`config.mk`:
```
export PLATFORM = sky130hd
export DESIGN_NAME = shift_arbiter
export DESIGN_NICKNAME = d
export VERILOG_FILES = /design/src/rtl/shift_arbiter.sv
export SDC_FILE = /design/constraint.sdc
export NUM_CORES = 1
export LEC_CHECK = 0
export ABC_AREA = 1
export CAP_MARGIN = 15
export CELL_PAD_IN_SITES_DETAIL_PLACEMENT = 1
export CELL_PAD_IN_SITES_GLOBAL_PLACEMENT = 2
export CORE_UTILIZATION = 18
export CTS_CLUSTER_DIAMETER = 30
export DETAILED_ROUTE_END_ITERATION = 8
export GPL_TIMING_DRIVEN = 0
export PLACE_DENSITY = 0.71
export SLEW_MARGIN = 20
export SYNTH_ARGS = -nofsm -noshare
export SYNTH_HDL_FRONTEND = slang
export SYNTH_SLANG_ARGS = --single-unit
```
`constraint.sdc`:
```
create_clock -name clk -period 1.81 [get_ports clk]
set_input_delay 0.543 -clock clk [delete_from_list [all_inputs] [get_ports clk]]
set_output_delay 0.543 -clock clk [all_outputs]
set_load 0.02 [all_outputs]
```
`src/rtl/shift_arbiter.sv`:
```
// shift_arbiter: two-requester arbiter in front of a shared external 32-bit
// left shifter. Right shifts reuse the left shifter by bit-reversing the
// operand on the way in and the result on the way out.
//
// Ports:
//   clk, reset                 clock, synchronous active-high reset
//   reqN_valid/data/sha/dir    requester N operation (dir 0 = left, 1 = right)
//   reqN_ready                 requester N accepted this cycle
//   sh_in, sh_sha              operand / amount to the shared shifter
//   sh_out                     combinational result from the shared shifter
//   res_valid/data/id          result and owning requester
//   res_ready                  consumer accepts the result
module shift_arbiter #(
  parameter bit FIXED_PRIO = 1'b0
) (
  input  logic        clk,
  input  logic        reset,
  input  logic        req0_valid,
  input  logic [31:0] req0_data,
  input  logic [4:0]  req0_sha,
  input  logic        req0_dir,
  output logic        req0_ready,
  input  logic        req1_valid,
  input  logic [31:0] req1_data,
  input  logic [4:0]  req1_sha,
  input  logic        req1_dir,
  output logic        req1_ready,
  output logic [31:0] sh_in,
  output logic [4:0]  sh_sha,
  input  logic [31:0] sh_out,
  output logic        res_valid,
  output logic [31:0] res_data,
  output logic        res_id,
  input  logic        res_ready
);

  typedef enum logic [1:0] {IDLE, EXEC, DONE} state_e;

  state_e      state_q, state_d;
  logic        rr_ptr_q, rr_ptr_d;
  logic [31:0] op_q, op_d;
  logic [4:0]  sha_q, sha_d;
  logic        dir_q, dir_d;
  logic        id_q, id_d;
  logic        res_valid_q, res_valid_d;
  logic [31:0] res_data_q, res_data_d;
  logic        res_id_q, res_id_d;

  logic        gnt_vld;
  logic        gnt_id;
  logic [31:0] sel_data;
  logic [4:0]  sel_sha;
  logic        sel_dir;

  function automatic logic [31:0] bitrev(input logic [31:0] x);
    logic [31:0] r;
    r = '0;
    for (int i = 0; i < 32; i++) r[i] = x[31-i];
    return r;
  endfunction

  always_comb begin
    state_d     = state_q;
    rr_ptr_d    = rr_ptr_q;
    op_d        = op_q;
    sha_d       = sha_q;
    dir_d       = dir_q;
    id_d        = id_q;
    res_valid_d = res_valid_q;
    res_data_d  = res_data_q;
    res_id_d    = res_id_q;
    gnt_vld     = 1'b0;
    gnt_id      = 1'b0;
    req0_ready  = 1'b0;
    req1_ready  = 1'b0;
    sel_data    = req0_data;
    sel_sha     = req0_sha;
    sel_dir     = req0_dir;

    case (state_q)
      IDLE: begin
        if (req0_valid && req1_valid) begin
          gnt_vld = 1'b1;
          gnt_id  = FIXED_PRIO ? 1'b0 : rr_ptr_q;
        end else if (req0_valid) begin
          gnt_vld = 1'b1;
          gnt_id  = 1'b0;
        end else if (req1_valid) begin
          gnt_vld = 1'b1;
          gnt_id  = 1'b1;
        end
        if (gnt_id) begin
          sel_data = req1_data;
          sel_sha  = req1_sha;
          sel_dir  = req1_dir;
        end
        // Ready is only raised for the granted valid requester, so ready
        // alone marks the accept edge.
        if (gnt_vld && !reset) begin
          req0_ready = ~gnt_id;
          req1_ready = gnt_id;
          op_d       = sel_dir ? bitrev(sel_data) : sel_data;
          sha_d      = sel_sha;
          dir_d      = sel_dir;
          id_d       = gnt_id;
          state_d    = EXEC;
        end
      end
      EXEC: begin
        res_data_d  = dir_q ? bitrev(sh_out) : sh_out;
        res_valid_d = 1'b1;
        res_id_d    = id_q;
        state_d     = DONE;
      end
      DONE: begin
        if (res_ready) begin
          res_valid_d = 1'b0;
          rr_ptr_d    = ~res_id_q;
          state_d     = IDLE;
        end
      end
      default: state_d = IDLE;
    endcase
  end

  always_ff @(posedge clk) begin
    if (reset) begin
      state_q     <= IDLE;
      rr_ptr_q    <= 1'b0;
      op_q        <= '0;
      sha_q       <= '0;
      dir_q       <= 1'b0;
      id_q        <= 1'b0;
      res_valid_q <= 1'b0;
      res_data_q  <= '0;
      res_id_q    <= 1'b0;
    end else begin
      state_q     <= state_d;
      rr_ptr_q    <= rr_ptr_d;
      op_q        <= op_d;
      sha_q       <= sha_d;
      dir_q       <= dir_d;
      id_q        <= id_d;
      res_valid_q <= res_valid_d;
      res_data_q  <= res_data_d;
      res_id_q    <= res_id_d;
    end
  end

  assign sh_in     = op_q;
  assign sh_sha    = sha_q;
  assign res_valid = res_valid_q;
  assign res_data  = res_data_q;
  assign res_id    = res_id_q;

endmodule
```
Yosys cells after proc, flatten, opt, wreduce, memory -nomap -nowiden
Index checks and enable logic that the tools add are counted.
{"block": "op_classes", "n_eq_ne": 4, "n_mux": 22, "bitwise_logic": 2, "reduce_logical": 9}
{"operator": "32-bit two-way mux", "count": 3}
{"operator": "1-bit two-way mux", "count": 14}
{"operator": "2-bit AND reduction", "count": 4}
{"operator": "2-bit case mux with 3 select lines", "count": 1}
{"operator": "5-bit two-way mux", "count": 1}
{"operator": "2-bit two-way mux", "count": 2}
{"operator": "2-bit != test (second input constant)", "count": 2}
{"operator": "2-bit by 1-bit equality test with 1-bit output (second input constant)", "count": 1}
{"operator": "2-bit equality test (second input constant)", "count": 1}
{"operator": "1-bit logical AND", "count": 2}
{"operator": "2-bit logical NOT", "count": 1}
{"operator": "1-bit inverter", "count": 2}
{"operator": "1-bit case mux with 2 select lines", "count": 1}
{"operator": "2-bit nonzero test", "count": 1}
{"operator": "1-bit logical NOT", "count": 1}
{"block": "totals", "reg_bits": 76, "input_bits": 113, "output_inout_bits": 73, "elab_cells": 46}

Longest topological paths before layout
{"block": "depth", "ltp_word": 7, "mapped_depth": 11}

Worst setup path after synthesis
OpenSTA, ideal clock, no wires.
{"block": "synth_path", "kind": "input-to-output", "startpoint": "in reset", "endpoint": "out req0_ready", "arrival_time_ns": 1.525, "required_time_ns": 1.267, "setup_slack_ns": -0.258, "cell_stages": 7, "n_path_buf": 2, "cell_sequence": "buf_2 > inv_2 > o21ai_1 > nor2_2 > buf_6 > inv_2 > a21oi_1"}
{"block": "synth_via", "elab_chain_cells": 4}
{"item": "start: declaration", "line": "17", "rtl": "input logic reset,"}
{"item": "1-bit logical NOT", "line": "99", "rtl": "if (gnt_vld && !reset) begin"}
{"item": "1-bit logical AND", "line": "99"}
{"item": "1-bit two-way mux", "line": "99"}
{"item": "1-bit two-way mux", "line": "80", "rtl": "case (state_q)"}
{"item": "end: declaration", "line": "22", "rtl": "output logic req0_ready,"}
Every way passes these cells.

Worst setup path in the final report
{"block": "layout_path", "startpoint": "reg state_q[0]", "endpoint": "out req0_ready"}
{"block": "layout_via", "elab_chain_cells": 2}
{"item": "start: declaration", "line": "39", "rtl": "state_e state_q, state_d;"}
{"item": "start signal: assignment", "line": "138", "rtl": "state_q <= state_d;"}
{"item": "2-bit logical NOT", "line": "80"}
{"item": "1-bit two-way mux", "line": "80"}
Every way passes these cells.

==> results.json <==
{
  "synthAdderAreaFrac_pct": 0,
  "grt_start_max_net_pins": 13,
  "area_delta_synth_final_pct": 64.1,
  "worstMarginPinSlew_ps": 655,
  "crit_family": "simple AND/OR/NAND/NOR gates",
  "cp.required_ps": 1270,
  "antenna_found_initial": 0,
  "grt_usage_pct": 15.8,
  "h-tree-depth": 3,
  "synth_cell_types": 18,
  "finalMaxSlewViolations": 0,
  "routed_via_density": 4.29,
  "gp_congestion": 0.718,
  "finalHoldViolations": 0,
  "yosys_warnings": 0,
  "crit_path_cell_trace": "or2_1 > nor2_2 > buf_6 > inv_8 > a21oi_4 > buf_6",
  "synth_cells": 604,
  "crit_fanout": 3,
  "drc": 0,
  "coreArea_um2": 21300,
  "path_clk_slew_ps": 70,
  "layout_common_cells": "217 x nand2_1, 109 x clkdlybuf4s50_1, 74 x a21oi_1, 74 x dfxtp_1, 72 x dlygate4sd2_1",
  "num_vias": 4661,
  "wirelength_mm": 17.5,
  "critPathBufInv": 3,
  "final_nets": 920,
  "cts_root_buf": "clkbuf_16",
  "ys_seq_area_share_pct": 38.5,
  "r2r_slack_ps": 250,
  "synthesis.nets": 717,
  "cts_buffers": 9,
  "fin_crit_ps": 1980,
  "synth-simple-area-share_pct": 30.9,
  "die_w_um": 150,
  "cp_common_cell": "buf_6",
  "ctsHoldBuffers": 0,
  "fin_util_pct": 30.5,
  "dpl.cell_count": 1063,
  "drtIter0Drc": 152,
  "cp_slowest_cell": "dfxtp_2",
  "place_ws_ps": -1200,
  "dieHeight_um": 150,
  "critPathCaptureType": "primary output",
  "r2r_start": "state_q[0]",
  "fin_cells": 1086,
  "ant_nets": 0,
  "max_cap_viol_count": 0,
  "ioPinCount": 186,
  "fin_crit_sh_pct": 109,
  "final_common_cell": "nand2_1",
  "fin_ws_ps": -169,
  "hold_class": "in -> reg",
  "cts_sinks": 76,
  "antenna_cells": 0,
  "drive_above_1_share_pct": 7.89,
  "crit_start": "state_q[0]",
  "grt_pass1_wl_mm": 27.0,
  "vdd_ir_drop_max_mv": 0.350,
  "synth_top_family_by_area": "simple AND/OR/NAND/NOR gates",
  "synth_area_um2": 3950,
  "post_drt_wl_per_cell_um": 16.1,
  "skew_ps": 8.69,
  "rsz0062_at_grt": "true",
  "violations": "setup timing",
  "place_area_um2": 6180,
  "critical_path_class": "reg -> out",
  "setup_tns_ps": -288,
  "start_util_pct": 18.6,
  "synth-compound-area-share_pct": 20.3,
  "first_pass_iters": 4,
  "stdcell_area_um2": 6480,
  "grt_pass1_vias": 4764,
  "placementRows": 53,
  "fmaxAchievable_mhz": 505,
  "dpl.hpwl_mm": 12.9,
  "dieArea_um2": 22500,
  "insertion_delay_ps": 350,
  "syn_avg_cell_area_um2": 6.54,
  "clockBufferDepth": 2,
  "io_buffers": 184,
  "cts_tree": "yes",
  "ys_ff_latch": 76,
  "power.leakage_nw": 3.09,
  "slew_headroom_pct": 56.3,
  "cp.arrival_ps": 1440,
  "power.density_nw_per_um2": 827,
  "synthMuxAreaShare_pct": 0,
  "synth-xor-area-share_pct": 0,
  "status": "finished with violations",
  "setup_viol": 2,
  "gr-total-overflow": 0,
  "cp-start-kind": "flop",
  "critical_path.max_stage_delay_ps": 320,
  "min_from": "reset"
}
==> flip-flops by register name (all words and copies together) (netlist names) <==
signal	cells
state_q	2
res_valid	1
rr_ptr_q	1
dir_q	1
res_data	32
sh_sha	5
sh_in	32
id_q	1
res_id	1
==> worst paths after layout <==
path                end  cells after the start
min          state_q[1]                      2
max reg2reg   sh_in[25]                      8
max          req0_ready                      6
min reg2reg   sh_sha[1]                      2
==> where the power goes <==
group          internal (mW)  total [mW]  switching (mW)  leakage (nW)
logic                  0.670        1.56           0.894          2.32
registers               1.84        1.92          0.0799         0.627
clock network           1.10        1.87           0.775         0.138
==> final cells by class <==
| type | instances | area [um2] |
|---|---|---|
| Inverter | 40 | 163 |
| Sequential cell | 76 | 1520 |
| Tap cell | 275 | 344 |
| Fill cell | 2647 | 14800 |
| Timing Repair Buffer | 192 | 1810 |
| Buffer | 47 | 298 |
| Multi-Input combinational cell | 441 | 2050 |
| Clock buffer | 11 | 243 |
| Clock inverter | 4 | 50.0 |
==> worst register-to-register path, stage by stage, from the launching register on <==
cell	delay, ps
dfxtp_2	320
or2_1	230
nor2_2	120
buf_6	130
buf_4	180
buf_4	240
nand3_1	130
nand2_1	80
inv_1	30
==> metrics by stage <==
stage | hold WS, ps | power, mW
3_5_place_dp | 456 | 3.62
2_1_floorplan | 447 | 2.78
6_report | 404 | 5.36
4_1_cts | 390 | 5.43
5_1_grt | 404 | 5.68
3_3_place_gp | 448 | 3.62
==> logic make-up (layout without fill, tap and decap cells) <==
| group | count (synthesis) | after routing |
|---|---|---|
| compound gates | 144 | 144 |
| buf+inv | 87 | 294 |
| flops | 76 | 76 |
| simple gates | 297 | 297 |
==> metal layers <==
metal,GRT usage [%],vias up,share of wire (%)
met5,0,-,0
met4,5.45,0,1.5
met3,2.64,15,4.3
met2,25.3,105,45
met1,21.4,2177,49
li1,-,2364,-
==> cells in the mapped netlist (all sizes together) <==
| master | number | area, um2 |
|---|---|---|
| a21oi | 75 | 375 |
| buf | 26 | 180 |
| clkbuf | 21 | 78.8 |
| dfxtp | 76 | 1520 |
| inv | 40 | 150 |
| nand2 | 219 | 825 |
| nand3 | 71 | 355 |
| nand3b | 2 | 15.0 |
| nor2 | 4 | 17.5 |
| o21a | 32 | 240 |
| o21ai | 37 | 185 |
| or2 | 1 | 6.26 |
==> timing repair <==
item                       4_1_cts  5_1_grt
pin swaps                        3        4
resized for setup               96        9
cloned                           0        0
buffers inserted                 5        3
setup endpoints to repair      105       31
Power figures use the tool's default switching activity.
